`src/rtl/aes_round_ctrl.sv`:
```
// rtl/aes_round_ctrl.sv - iterative AES-128 round sequencer with round-key fetch handshake
module aes_round_ctrl #(
    parameter int NR = 10
) (
    input  logic         clk,
    input  logic         rst,
    input  logic         start,
    input  logic [127:0] plaintext,
    output logic         busy,
    output logic         done,
    output logic [127:0] ciphertext,
    output logic [127:0] state_q,
    input  logic [127:0] round_out,
    output logic [3:0]   round_idx,
    output logic         skip_mix,
    output logic         rk_req,
    output logic [3:0]   rk_idx,
    input  logic         rk_valid,
    input  logic [127:0] rk
);

    localparam logic [1:0] S_IDLE  = 2'd0;
    localparam logic [1:0] S_INIT  = 2'd1;
    localparam logic [1:0] S_ROUND = 2'd2;
    localparam logic [1:0] S_DONE  = 2'd3;

    localparam logic [3:0] LAST_ROUND = 4'(NR);

    logic [1:0]   state;
    logic [127:0] pt_q;
    logic [3:0]   round_q;

    always_ff @(posedge clk or posedge rst) begin
        if (rst) begin
            state   <= S_IDLE;
            pt_q    <= '0;
            state_q <= '0;
            round_q <= '0;
        end else begin
            case (state)
                S_IDLE: begin
                    if (start) begin
                        pt_q    <= plaintext;
                        round_q <= 4'd0;
                        state   <= S_INIT;
                    end
                end
                S_INIT: begin
                    if (rk_valid) begin
                        state_q <= pt_q ^ rk;
                        round_q <= 4'd1;
                        state   <= S_ROUND;
                    end
                end
                S_ROUND: begin
                    // The final round leaves round_q at NR so the index never wraps.
                    if (rk_valid) begin
                        state_q <= round_out;
                        if (round_q == LAST_ROUND) begin
                            state <= S_DONE;
                        end else begin
                            round_q <= round_q + 4'd1;
                        end
                    end
                end
                default: begin
                    state <= S_IDLE;
                end
            endcase
        end
    end

    assign busy       = (state == S_INIT) || (state == S_ROUND);
    assign done       = (state == S_DONE);
    assign rk_req     = busy;
    assign rk_idx     = round_q;
    assign round_idx  = round_q;
    assign skip_mix   = (state == S_ROUND) && (round_q == LAST_ROUND);
    assign ciphertext = state_q;

endmodule
```
`config.mk`:
```
export PLATFORM = sky130hd
export DESIGN_NAME = aes_round_ctrl
export DESIGN_NICKNAME = d
export VERILOG_FILES = /design/src/rtl/aes_round_ctrl.sv
export SDC_FILE = /design/constraint.sdc
export NUM_CORES = 1
export LEC_CHECK = 0
export BUFFER_PORTS_ARGS = -buffer_cell sky130_fd_sc_hd__buf_2
export CORE_AREA = 2 2 254 256
export CTS_CLUSTER_DIAMETER = 80
export DETAILED_ROUTE_END_ITERATION = 16
export DIE_AREA = 0 0 256 258
export GPL_ROUTABILITY_DRIVEN = 0
export PLACE_DENSITY_LB_ADDON = 0.15
export SLEW_MARGIN = 20
export SYNTH_ARGS = -nofsm -noshare
export SYNTH_HDL_FRONTEND = slang
export SYNTH_SLANG_ARGS = --single-unit
```
`constraint.sdc`:
```
create_clock -name clk -period 9.9 [get_ports clk]
set_clock_uncertainty 0.05 [all_clocks]
set_input_delay 2.97 -clock clk [delete_from_list [all_inputs] [get_ports clk]]
set_output_delay 2.97 -clock clk [all_outputs]
set_load 0.01 [all_outputs]
```
==> metrics.md, run 1 <==
| Metric | Value |
|---|---|
| DRC Markers | `0` |
| Router iterations before antenna repair | `6` |
| Number of antenna violations at the first check in global routing | `12` |
| Mapped Nets | `1526` |
| R2R Setup Slk | `6.68 ns` |
| Worst slew slack as a fraction of its limit | `26.96%` |
| Clock insertion delay at the later pin of the skew report | `0.53 ns` |
| Class of the worst hold path | `register to register` |
| Area of the mapped netlist | `13110 sq um` |
| Maximum buffer depth of the clock tree | `3` |
| Total clock sinks | `262` |
| Share of post-route cells with drive strength above 1 | `51.05%` |
| TritonCTS clock tree | `built` |
| Die extent in y | `258 um` |
| Leading cell type in the layout, fill and taps excluded | `sky130_fd_sc_hd__buf_2` |
| Count of input and output buffers | `around 660` |
| Residual antenna-violating net count after detailed routing | `0` |
| Max_cap viols | `0` |
| Top library cells by usage in the layout, fill and taps aside | `655 x sky130_fd_sc_hd__buf_2, 262 x sky130_fd_sc_hd__dfrtp_1, 129 x sky130_fd_sc_hd__mux2_2, 129 x sky130_fd_sc_hd__mux2i_1, 129 x sky130_fd_sc_hd__nand2_1` |
| Setup repair after global routing missed its margin | `false` |
| Source of the critical timing path | `state[0]$_DFFE_PP0P_` |
| Clock slew at reported path FFs | `0.06 ns` |
| Run status | `finished, final reports clean` |
| Sequential share of the synthesized area | `50.01%` |
| Critical path class | `register to output pin` |
| Maximum fanout along the worst path | `4` |
| VDD IR max | `0.1720 mV` |
| Area overhead of the layout relative to synthesis | `33.60%` |
| Detailed-route wire length | `44820 um` |
| Resize count post-CTS | `0` |
| Worst-case reg-to-reg path depth | `6` |
| P_leak | `roughly 9 nW` |
| Areal power density over the cells | `about 330 nW/um^2` |
| Global-route total usage across every layer | `about an eighth` |
| Final period demand of the worst path | `4.989 ns` |
| Number of ports placed on the die boundary | `656` |
| Cell type of the slowest stage on the worst timing path | `sky130_fd_sc_hd__dfrtp_1` |
| Min Hold Slack | `0.4549 ns` |
| Buffers inserted during post-CTS setup optimization | `0` |
| Final period util | `50.39%` |
| #FFs+latches synth | `262` |
| Number of global-route vias before repair | `10160` |
| Routed length per placed instance | `17.71 um` |
| Post-layout utilization of the core | `27.52%` |
| Critical Path, Cell by Cell | `inv_1, ha_1, and4b_4, buf_2` |
| Required time of the worst setup path | `6.88 ns` |
| Actual slew at the worst max-slew pin | `around 1.1 ns` |
| Number of H-tree branching levels | `2` |
| Library cells used by synthesis | `31` |
| Post-DP HPWL | `33430 um` |
| Width of the die | `256 um` |
| Initial cell density of the core | `20.60%` |
| Remaining Overflow, GRT | `0` |
| Setup crit end | `skip_mix` |
| Setup_tns | `0 ns` |
| Wire length of the first global-routing pass | `around 66000 um` |
| Number of instances in the synthesized netlist | `1131` |
| Element type at the critical path end | `output pin` |
| Number of pins with negative max-slew slack in the final report | `0` |
| Clock root buffer master | `sky130_fd_sc_hd__clkbuf_16` |
| Full die area | `66050 sq um` |
| Slowest Stage Delay on Critical Path | `0.40 ns` |
| Via density per instance | `3.886` |
| Mean instance size in the synthesized netlist | `11.59 sq um` |
| Synth warnings | `0` |
| Crit path launch type | `register` |
| Worst endpoint data arrival time | `1.97 ns` |
| Number of endpoints with negative hold slack in the final report | `0` |
| NumNets Final | `a little over 2000` |
| Final number of setup-violating endpoints | `0` |
| Core ar. | `around 64000 sq um` |
| Endpoint of the most critical register-to-register path | `ciphertext[72]$_DFFE_PP0P_` |
| Number of vias after detailed routing | `9836` |
| Rows | `93` |
| CTS Buf Count | `37` |
| Pin count of the biggest net entering global routing | `138` |
| Hold bufs inserted after CTS | `0` |
| Iteration-0 DRC count of the detailed router | `294` |
| Timing-limited maximum frequency | `200.5 MHz` |
| Reg2reg start | `state[0]$_DFFE_PP0P_` |
-- cells in the mapped netlist --
cell	count	area, sq um
sky130_fd_sc_hd__dfrtp_1	262	6556
sky130_fd_sc_hd__nand2_1	130	488.0
sky130_fd_sc_hd__o21ai_0	100	500.5
sky130_fd_sc_hd__clkbuf_1	14	52.55
sky130_fd_sc_hd__inv_1	6	22.52
sky130_fd_sc_hd__buf_6	1	11.26
sky130_fd_sc_hd__and4b_4	1	13.76
sky130_fd_sc_hd__inv_2	1	3.750
sky130_fd_sc_hd__o22ai_1	1	6.260
sky130_fd_sc_hd__mux2_1	1	11.26
sky130_fd_sc_hd__ha_1	7	87.58
sky130_fd_sc_hd__and3b_1	1	8.760
sky130_fd_sc_hd__mux2i_1	129	1291
sky130_fd_sc_hd__a211oi_1	1	7.510
sky130_fd_sc_hd__or4_1	1	7.510
sky130_fd_sc_hd__nor4_2	1	12.51
sky130_fd_sc_hd__nor2b_1	2	12.51
sky130_fd_sc_hd__or3_1	2	12.51
sky130_fd_sc_hd__o21ai_1	30	150.1
sky130_fd_sc_hd__nand4_1	1	6.260
sky130_fd_sc_hd__nor2_1	1	3.750
sky130_fd_sc_hd__buf_2	36	180.2
sky130_fd_sc_hd__buf_4	138	1036
sky130_fd_sc_hd__o41ai_1	2	17.52
sky130_fd_sc_hd__a21oi_1	1	5.000
sky130_fd_sc_hd__nand3_1	1	5.000
sky130_fd_sc_hd__mux2_2	129	1453
sky130_fd_sc_hd__xor2_1	128	1121
sky130_fd_sc_hd__o21ba_1	1	10.01
sky130_fd_sc_hd__o221ai_1	1	8.760
sky130_fd_sc_hd__nand3b_1	1	7.510
-- registers in the layout, indices dropped and copies added (netlist names) --
name        cells
state           2
ciphertext    128
pt_q          128
rk_idx          4
-- worst max-delay path: cells and delay by family, from the launching register on --
kind	cells	cell delay (ns)
adder cells (fa/ha/maj)	1	0.40
AND/OR/NAND/NOR	1	0.32
buffers and inverters	2	0.31
flip-flops	1	0.40
-- how the worst min path moves through the flow --
stage                     cells after the start                    endpoint                        from
final                                         2  ciphertext[49]$_DFFE_PP0P_  ciphertext[49]$_DFFE_PP0P_
after global routing                          1         pt_q[3]$_DFFE_PP0P_         pt_q[3]$_DFFE_PP0P_
after CTS                                     2  ciphertext[84]$_DFFE_PP0P_  ciphertext[84]$_DFFE_PP0P_
after detailed placement                      2  ciphertext[49]$_DFFE_PP0P_  ciphertext[49]$_DFFE_PP0P_
after global placement                        2  ciphertext[76]$_DFFE_PP0P_  ciphertext[76]$_DFFE_PP0P_
after floorplan                               1        pt_q[74]$_DFFE_PP0P_        pt_q[74]$_DFFE_PP0P_
-- through the flow --
stage,setup slack (ns),instance area (sq um),power (W),std cells
after global placement,4.922,16290,0.004532,2461
after CTS,4.859,17500,0.005953,2526
after global routing,4.785,17510,0.006266,2530
after floorplan,3.424,13110,0.003879,1131
final,4.911,17520,0.005822,2531
after detailed placement,4.925,16290,0.004568,2461
-- report_power, final --
group / switching [W] / total [W] / internal (W)
sequential: 0.000452 / 0.00206 / 0.00161
combinational: 0.00127 / 0.00242 / 0.00116
clock: 0.000508 / 0.00134 / 0.000830
-- per-layer routing --
metal  global-route usage [%]  wire length [um]  vias up
met5                        0                71        -
met4                    4.321              1029       10
met3                    3.033              2315       69
met2                    23.21             23000      316
met1                    15.82             18400     4720
li1                         -                 -     4721
-- cell families after synthesis --
family | Yosys count | synth area share (%)
and+or+nand+nor | 142 | 4.409
AOI/OAI and AO/OA | 137 | 5.383
buffers and inverters | 196 | 9.964
xor gates and xnor gates | 128 | 8.551
muxes | 259 | 21.02
DFF | 262 | 50.01
adders and majority gates | 7 | 0.6680
-- final cells by class --
cell class                      count  area [sq um]
Sequential cell                   262          6556
Antenna cell                        5         12.51
Tap cell                          855          1070
Multi-Input combinational cell    673          5266
Clock inverter                      9         137.6
Clock buffer                       56          1077
Timing Repair Buffer              664          3358
Fill cell                        6864         46130
Inverter                            7         37.54
Note: power is estimated with default switching activity, not from simulation.
==> inputs of run 2 (changes only) <==
- clock period: 9.9 -> 4.7 ns (I/O delays scaled with it)
==> run 2 against run 1 <==
  * Sequential share of layout area shrank 0.16 points
  * Combinational power up 110%
  * Core utilization grew 0.12 points
  * Count of clock-buffer cells in the layout fell by 3
  * Non-clock buffer count up 3
  * Cell count rose by 0.12%
  * First-iteration DRC count is 12% higher
  * Critical path type unchanged
  * Register-to-register slack worse by 4.5 ns
  * Routed wire length shrank 0.23%
  * Critical path depth stayed put
  * Highest routed layer unchanged
  * Sequential cell count unchanged
==> metrics.md, run 2 (synthesized netlist as in run 1, its figures left out) <==
| Metric | Value |
|---|---|
| Run status | `finished, final reports clean` |
| Area overhead of the layout relative to synthesis | `34.18%` |
| Number of antenna violations at the first check in global routing | `12 (unchanged)` |
| Rows | `93 (unchanged)` |
| Iteration-0 DRC count of the detailed router | `330 (+12%)` |
| Max_cap viols | `0 (unchanged)` |
| Global-route total usage across every layer | `13.07% (-0.099 points)` |
| Core ar. | `63650 sq um (unchanged)` |
| Inst Count DP | `2464 (+0.12%)` |
| Cell family with the largest share of critical-path delay | `flip-flops` |
| Source of the worst hold timing path | `ciphertext[76]$_DFFE_PP0P_` |
| Setup repair after global routing missed its margin | `false` |
| Router iterations before antenna repair | `4 (-2)` |
| P_leak | `9.209 nW (+0.34%)` |
| Timing-limited maximum frequency | `between 200 and 300 MHz` |
| Worst slack, placed | `1.849 ns (-3.076 ns)` |
| Element type at the critical path end | `output pin` |
| Full die area | `66050 sq um (unchanged)` |
| Cell Count, Final, Fillers Out | `2534 (+0.12%)` |
| Final number of setup-violating endpoints | `0 (unchanged)` |
| Maximum buffer depth of the clock tree | `3 (unchanged)` |
| Number of H-tree branching levels | `2 (unchanged)` |
| Share of post-route cells with drive strength above 1 | `51.14% (+0.090 points)` |
| Hold Path Cell Cnt | `2 (unchanged)` |
| NumNets Final | `2042 (+0.098%)` |
| Number of ports placed on the die boundary | `656 (unchanged)` |
| Number of buffer and inverter stages on the critical path | `2 (unchanged)` |
| Number of global-route vias before repair | `10220 (+0.50%)` |
| Buffers inserted during post-CTS setup optimization | `0 (unchanged)` |
| Initial cell density of the core | `20.60% (unchanged)` |
| Critical Path, Cell by Cell | `inv_1, ha_1, and4b_4, buf_2` |
| TritonCTS clock tree | `built` |
| Post-layout utilization of the core | `27.64% (+0.12 points)` |
| Required time of the worst setup path | `3.24 ns (-3.64 ns)` |
| Worst-case reg-to-reg path depth | `6 (unchanged)` |
| Detailed-route wire length | `44720 um (-0.23%)` |
| Number of pins with negative max-slew slack in the final report | `0 (unchanged)` |
| Crit path launch type | `register` |
| Clock insertion delay at the later pin of the skew report | `0.53 ns (about the same)` |
| Top library cells by usage in the layout, fill and taps aside | `655 x sky130_fd_sc_hd__buf_2, 262 x sky130_fd_sc_hd__dfrtp_1, 129 x sky130_fd_sc_hd__mux2_2, 129 x sky130_fd_sc_hd__mux2i_1, 129 x sky130_fd_sc_hd__nand2_1` |
| Maximum fanout along the worst path | `4 (unchanged)` |
| Endpoint of the most critical register-to-register path | `ciphertext[66]$_DFFE_PP0P_` |
| Clock slew at reported path FFs | `0.05 ns (about the same)` |
| Actual slew at the worst max-slew pin | `1.022 ns (-0.07311 ns)` |
| Number of vias after detailed routing | `9879 (+0.44%)` |
| Count of input and output buffers | `655 (unchanged)` |
| Via density per instance | `3.899 (+0.32%)` |
| Final period demand of the worst path | `3.405 ns` |
| Remaining Overflow, GRT | `0 (unchanged)` |
| Total clock sinks | `262 (unchanged)` |
| Sequential cell area | `6556 sq um (unchanged)` |
| Number of endpoints with negative hold slack in the final report | `0 (unchanged)` |
| Worst endpoint data arrival time | `1.94 ns (-0.03 ns)` |
| Residual antenna-violating net count after detailed routing | `0 (unchanged)` |
| Die extent in y | `258 um (unchanged)` |
| Critical path class | `register to output pin` |
| Worst slew slack as a fraction of its limit | `31.83% (+4.9 points)` |
| Post-route setup slack | `1.295 ns (-3.616 ns)` |
| Cell type of the slowest stage on the worst timing path | `sky130_fd_sc_hd__dfrtp_1` |
| VDD IR max | `0.4250 mV (+150%)` |
| Slowest Stage Delay on Critical Path | `0.40 ns (about the same)` |
| Total Power Consumption | `0.01220 W (+110%)` |
| Setup_tns | `0 ns (unchanged)` |
| R2R Setup Slk | `2.20 ns (-4.48 ns)` |
| Post-DP HPWL | `33290 um (-0.41%)` |
| CTS Buf Count | `36 (-2.7%)` |
| Pin count of the biggest net entering global routing | `141 (+2.2%)` |
| Areal power density over the cells | `693.7 nW/um^2 (+110%)` |
| Wire length of the first global-routing pass | `65770 um (-0.36%)` |
| Multi-input gate area | `5266 sq um (unchanged)` |
| Final period util | `slightly above 70%` |
| Hold Crit Endpoint | `ciphertext[76]$_DFFE_PP0P_` |
| Hold bufs inserted after CTS | `0 (unchanged)` |
| Resize count post-CTS | `0 (unchanged)` |
| Width of the die | `256 um (unchanged)` |
| DRC Markers | `0 (unchanged)` |
| Class of the worst hold path | `register to register` |
| Leading cell type in the layout, fill and taps excluded | `sky130_fd_sc_hd__buf_2` |
| Reg2reg start | `state[0]$_DFFE_PP0P_` |
| Routed length per placed instance | `17.65 um (-0.35%)` |
| Fill cell instance count of the final layout | `6857 (-0.10%)` |
| Clock root buffer master | `sky130_fd_sc_hd__clkbuf_16` |
[run 2: worst reg2reg max path, cell delays in order, from the launching register on]
cell	delay, ns
sky130_fd_sc_hd__dfrtp_1	0.38
sky130_fd_sc_hd__inv_1	0.10
sky130_fd_sc_hd__ha_1	0.33
sky130_fd_sc_hd__inv_8	0.66
sky130_fd_sc_hd__buf_12	0.40
sky130_fd_sc_hd__mux2i_1	0.34
sky130_fd_sc_hd__o21ai_0	0.09
[run 2: cell type report]
type                            instances  share of cell area, %
Antenna cell                            9                 0.1280
Clock buffer                           53                  6.003
Clock inverter                          8                 0.5761
Inverter                                7                 0.2134
Multi-Input combinational cell        673                  29.94
Sequential cell                       262                  37.27
Tap cell                              855                  6.082
Timing Repair Buffer                  667                  19.79
[run 2: power breakdown]
group | internal (W) | switching [W]
Combinational | 0.00247 | 0.00268
Sequential | 0.00339 | 0.000939
Clock | 0.00166 | 0.00106
[run 2: worst max-delay path by stage]
stage                         start                         to  slack, ns  cells after the start
2_1_floorplan                   rst  ciphertext[0]$_DFFE_PP0P_      -0.22                      1
3_3_place_gp   state[0]$_DFFE_PP0P_                   skip_mix       1.87                      4
3_5_place_dp   state[0]$_DFFE_PP0P_                   skip_mix       1.85                      4
4_1_cts        state[0]$_DFFE_PP0P_                   skip_mix       1.24                      4
5_1_grt        state[0]$_DFFE_PP0P_                   skip_mix       1.20                      4
6_report       state[0]$_DFFE_PP0P_                   skip_mix       1.30                      4
[run 2: per-stage QoR]
step | hold slack, ns | instance area (sq um)
finish | 0.4460 | 17590
global route | 0.4822 | 17590
CTS | 0.4538 | 17570
detailed placement | 0.4405 | 16410
global placement | 0.4279 | 16410
floorplan | 0.4495 | 13110
[run 2: layer usage]
layer	track usage [%]	vias up	wire length (um)
li1	-	4731	-
met5	0	-	36
met2	23.00	323	22990
met4	4.581	6	1073
met1	15.62	4747	18010
met3	3.013	72	2607
==> inputs of run 3 (changes only) <==
- clock period: 4.7 -> 2.9 ns (I/O delays scaled with it)
==> run 3 against run 2 <==
  * Sequential share of layout area is 0.42 points lower
  * Worst setup slack lost 1.1 ns
  * Core utilization is 0.31 points higher
  * Sequential power rose by 62%
  * Combinational power is 66% higher
  * Routed wire length is 1.4% higher
  * Non-clock buffer count is 27 higher
  * Critical path depth unchanged
  * Global-route usage is 0.23 points higher
  * Cell count is 1.0% higher
  * Largest power group unchanged
==> metrics.md, run 3 (synthesized netlist as in run 1, its figures left out) <==
| Metric | Value |
|---|---|
| Run status | `finished, final reports clean` |
| Max_cap viols | `0 (unchanged)` |
| Worst slew slack as a fraction of its limit | `67.24% (+35 points)` |
| Cell internal power dissipation | `0.01219 W (+62%)` |
| Max Used Layer | `met5` |
| Actual slew at the worst max-slew pin | `0.4873 ns (-0.5352 ns)` |
| Crit path launch type | `register` |
| NumNets Final | `2070 (+1.4%)` |
| Leading cell type in the layout, fill and taps excluded | `sky130_fd_sc_hd__buf_2` |
| Fraction of power spent switching nets | `38.54% (+0.20 points)` |
| Post-layout utilization of the core | `27.95% (+0.31 points)` |
| Number of global-route vias before repair | `10270 (+0.56%)` |
| Total clock sinks | `262 (unchanged)` |
| Clock share of power | `21.5% (-0.8 points)` |
| CTS Buf Count | `37 (+2.8%)` |
| Critical Path, Cell by Cell | `inv_1, ha_2, and4b_4, buf_2` |
| Initial cell density of the core | `20.60% (unchanged)` |
| Hold bufs inserted after CTS | `0 (unchanged)` |
| Sequential cell fraction of total power | `35.4% (about the same)` |
| Areal power density over the cells | `1114 nW/um^2 (+61%)` |
| Slowest Stage Delay on Critical Path | `0.40 ns (about the same)` |
| Resize count post-CTS | `0 (unchanged)` |
| Class of the worst hold path | `primary input to async pin` |
| Combinational share of power | `43.1% (+0.9 points)` |
| Maximum buffer depth of the clock tree | `3 (unchanged)` |
| Number of ports placed on the die boundary | `656 (unchanged)` |
| Area overhead of the layout relative to synthesis | `35.69%` |
| Met3 wirelength from detailed routing | `2584 um (-0.88%)` |
| Top library cells by usage in the layout, fill and taps aside | `655 x sky130_fd_sc_hd__buf_2, 262 x sky130_fd_sc_hd__dfrtp_1, 129 x sky130_fd_sc_hd__mux2_2, 129 x sky130_fd_sc_hd__mux2i_1, 129 x sky130_fd_sc_hd__nand2_1` |
| Setup repair after global routing missed its margin | `false` |
| Rows | `93 (unchanged)` |
| Area after DPL | `16650 sq um (+1.5%)` |
| Number of endpoints with negative hold slack in the final report | `0 (unchanged)` |
| Number of buffer and inverter stages on the critical path | `2 (unchanged)` |
| Final period util | `a little over nine tenths` |
| Core ar. | `63650 sq um (unchanged)` |
| Routed length per placed instance | `17.71 um (+0.38%)` |
| Required time of the worst setup path | `1.98 ns (-1.26 ns)` |
| Share of post-route cells with drive strength above 1 | `51.62% (+0.48 points)` |
| Wire length of the first global-routing pass | `66610 um (+1.3%)` |
| Pin count of the biggest net entering global routing | `93 (-34%)` |
| Non-Filler Cell Area, Final | `17790 sq um (+1.1%)` |
| Maximum fanout along the worst path | `4 (unchanged)` |
| DRC Markers | `0 (unchanged)` |
| P_leak | `9.320 nW (+1.2%)` |
| Number of H-tree branching levels | `2 (unchanged)` |
| Element type at the critical path end | `output pin` |
| Worst endpoint data arrival time | `1.83 ns (-0.11 ns)` |
| TritonCTS clock tree | `built` |
| Final period demand of the worst path | `2.748 ns` |
| Global-route total usage across every layer | `13.30% (+0.23 points)` |
| Full die area | `66050 sq um (unchanged)` |
| Timing-limited maximum frequency | `363.9 MHz` |
| VDD IR max | `0.3631 mV (-15%)` |
| Length of routed met2 wiring | `23670 um (+2.9%)` |
| Buffers inserted during post-CTS setup optimization | `0 (unchanged)` |
| Router iterations before antenna repair | `5 (+1)` |
| Remaining Overflow, GRT | `0 (unchanged)` |
| P_sw | `0.007640 W (+63%)` |
| Clock slew at reported path FFs | `0.05 ns (about the same)` |
| Cell type of the slowest stage on the worst timing path | `sky130_fd_sc_hd__dfrtp_1` |
| Number of pins with negative max-slew slack in the final report | `0 (unchanged)` |
| Post-DP HPWL | `35370 um (+6.2%)` |
| Width of the die | `256 um (unchanged)` |
| Die extent in y | `258 um (unchanged)` |
| Cell Count, Final, Fillers Out | `2560 (+1.0%)` |
| Critical path class | `register to output pin` |
| Count of input and output buffers | `655 (unchanged)` |
| Iteration-0 DRC count of the detailed router | `305 (-7.6%)` |
| Clock root buffer master | `sky130_fd_sc_hd__clkbuf_16` |
| Final number of setup-violating endpoints | `0 (unchanged)` |
| Residual antenna-violating net count after detailed routing | `0 (unchanged)` |
| Via density per instance | `3.843 (-1.4%)` |
| Min Hold Slack | `0.3093 ns (-0.1367 ns)` |
| Cell family with the largest share of critical-path delay | `flip-flops` |
| Number of vias after detailed routing | `9839 (-0.40%)` |
| Detailed-route wire length | `45350 um (+1.4%)` |
| Clock insertion delay at the later pin of the skew report | `0.54 ns (about the same)` |
| Inst Count DP | `2491 (+1.1%)` |
| Number of antenna violations at the first check in global routing | `10 (-2)` |
| Total routed wire length on the met1 layer | `18200 um (+1.1%)` |
-- run 3: cell types whose count changed in the layout (fill, tap and decap cells not counted), sizes merged --
cell	previous run	this run
clkinv	3	2
buf	667	694
bufinv	2	0
diode	9	6
clkbuf	53	58
-- run 3: final cells by class --
| type | instances | area, sq um |
|---|---|---|
| Tap cell | 855 | 1070 |
| Sequential cell | 262 | 6556 |
| Clock buffer | 58 | 1077 |
| Timing Repair Buffer | 694 | 3721 |
| Clock inverter | 5 | 43.79 |
| Multi-Input combinational cell | 673 | 5269 |
| Fill cell | 6795 | 45860 |
| Antenna cell | 6 | 15.01 |
| Inverter | 7 | 37.54 |
-- run 3: routing by layer --
| metal | track usage [%] | vias up |
|---|---|---|
| li1 | - | 4792 |
| met5 | 0 | - |
| met3 | 3.347 | 57 |
| met1 | 15.61 | 4661 |
| met2 | 23.94 | 321 |
| met4 | 3.769 | 8 |
-- run 3: worst paths after layout --
| path | cells past startpoint | end | start | slack, ns |
|---|---|---|---|---|
| setup / recovery | 4 | skip_mix | state[0]$_DFFE_PP0P_ | 0.15 |
| hold / removal | 2 | ciphertext[38]$_DFFE_PP0P_ | rst | 0.31 |
| setup reg to reg | 5 | rk_idx[1]$_DFFE_PP0P_ | state[1]$_DFFE_PP0P_ | 0.90 |
| hold reg to reg | 2 | ciphertext[67]$_DFFE_PP0P_ | ciphertext[67]$_DFFE_PP0P_ | 0.45 |
| max in group asynchronous | 4 | ciphertext[0]$_DFFE_PP0P_ | rst | 1.72 |
| min in group clk | 2 | ciphertext[67]$_DFFE_PP0P_ | ciphertext[67]$_DFFE_PP0P_ | 0.45 |
-- run 3: stage by stage --
step	setup TNS (ns)	power, W	setup WS [ns]
5_1_grt	0	0.02133	0.02920
3_3_place_gp	0	0.01572	0.6046
4_1_cts	0	0.02028	0.007540
6_report	0	0.01983	0.1516
3_5_place_dp	0	0.01586	0.5979
2_1_floorplan	-386.59	0.01324	-1.476
-- run 3: worst reg2reg max path, delay by kind of cell (launching register included) --
| family | cells | cell delay, ns |
|---|---|---|
| compound gates | 1 | 0.26 |
| fa+ha+maj | 1 | 0.25 |
| buf+inv | 1 | 0.09 |
| flops | 1 | 0.41 |
| mux | 1 | 0.37 |
| simple gates | 1 | 0.45 |
-- run 3: power by group through the flow --
stage | registers (W) | logic, W | clock network (W)
floorplan | 0.00701 | 0.00623 | 0
global placement | 0.00709 | 0.00862 | 0
detailed placement | 0.00713 | 0.00873 | 0
CTS | 0.00709 | 0.00873 | 0.00446
global route | 0.00728 | 0.00943 | 0.00462
finish | 0.00702 | 0.00855 | 0.00426
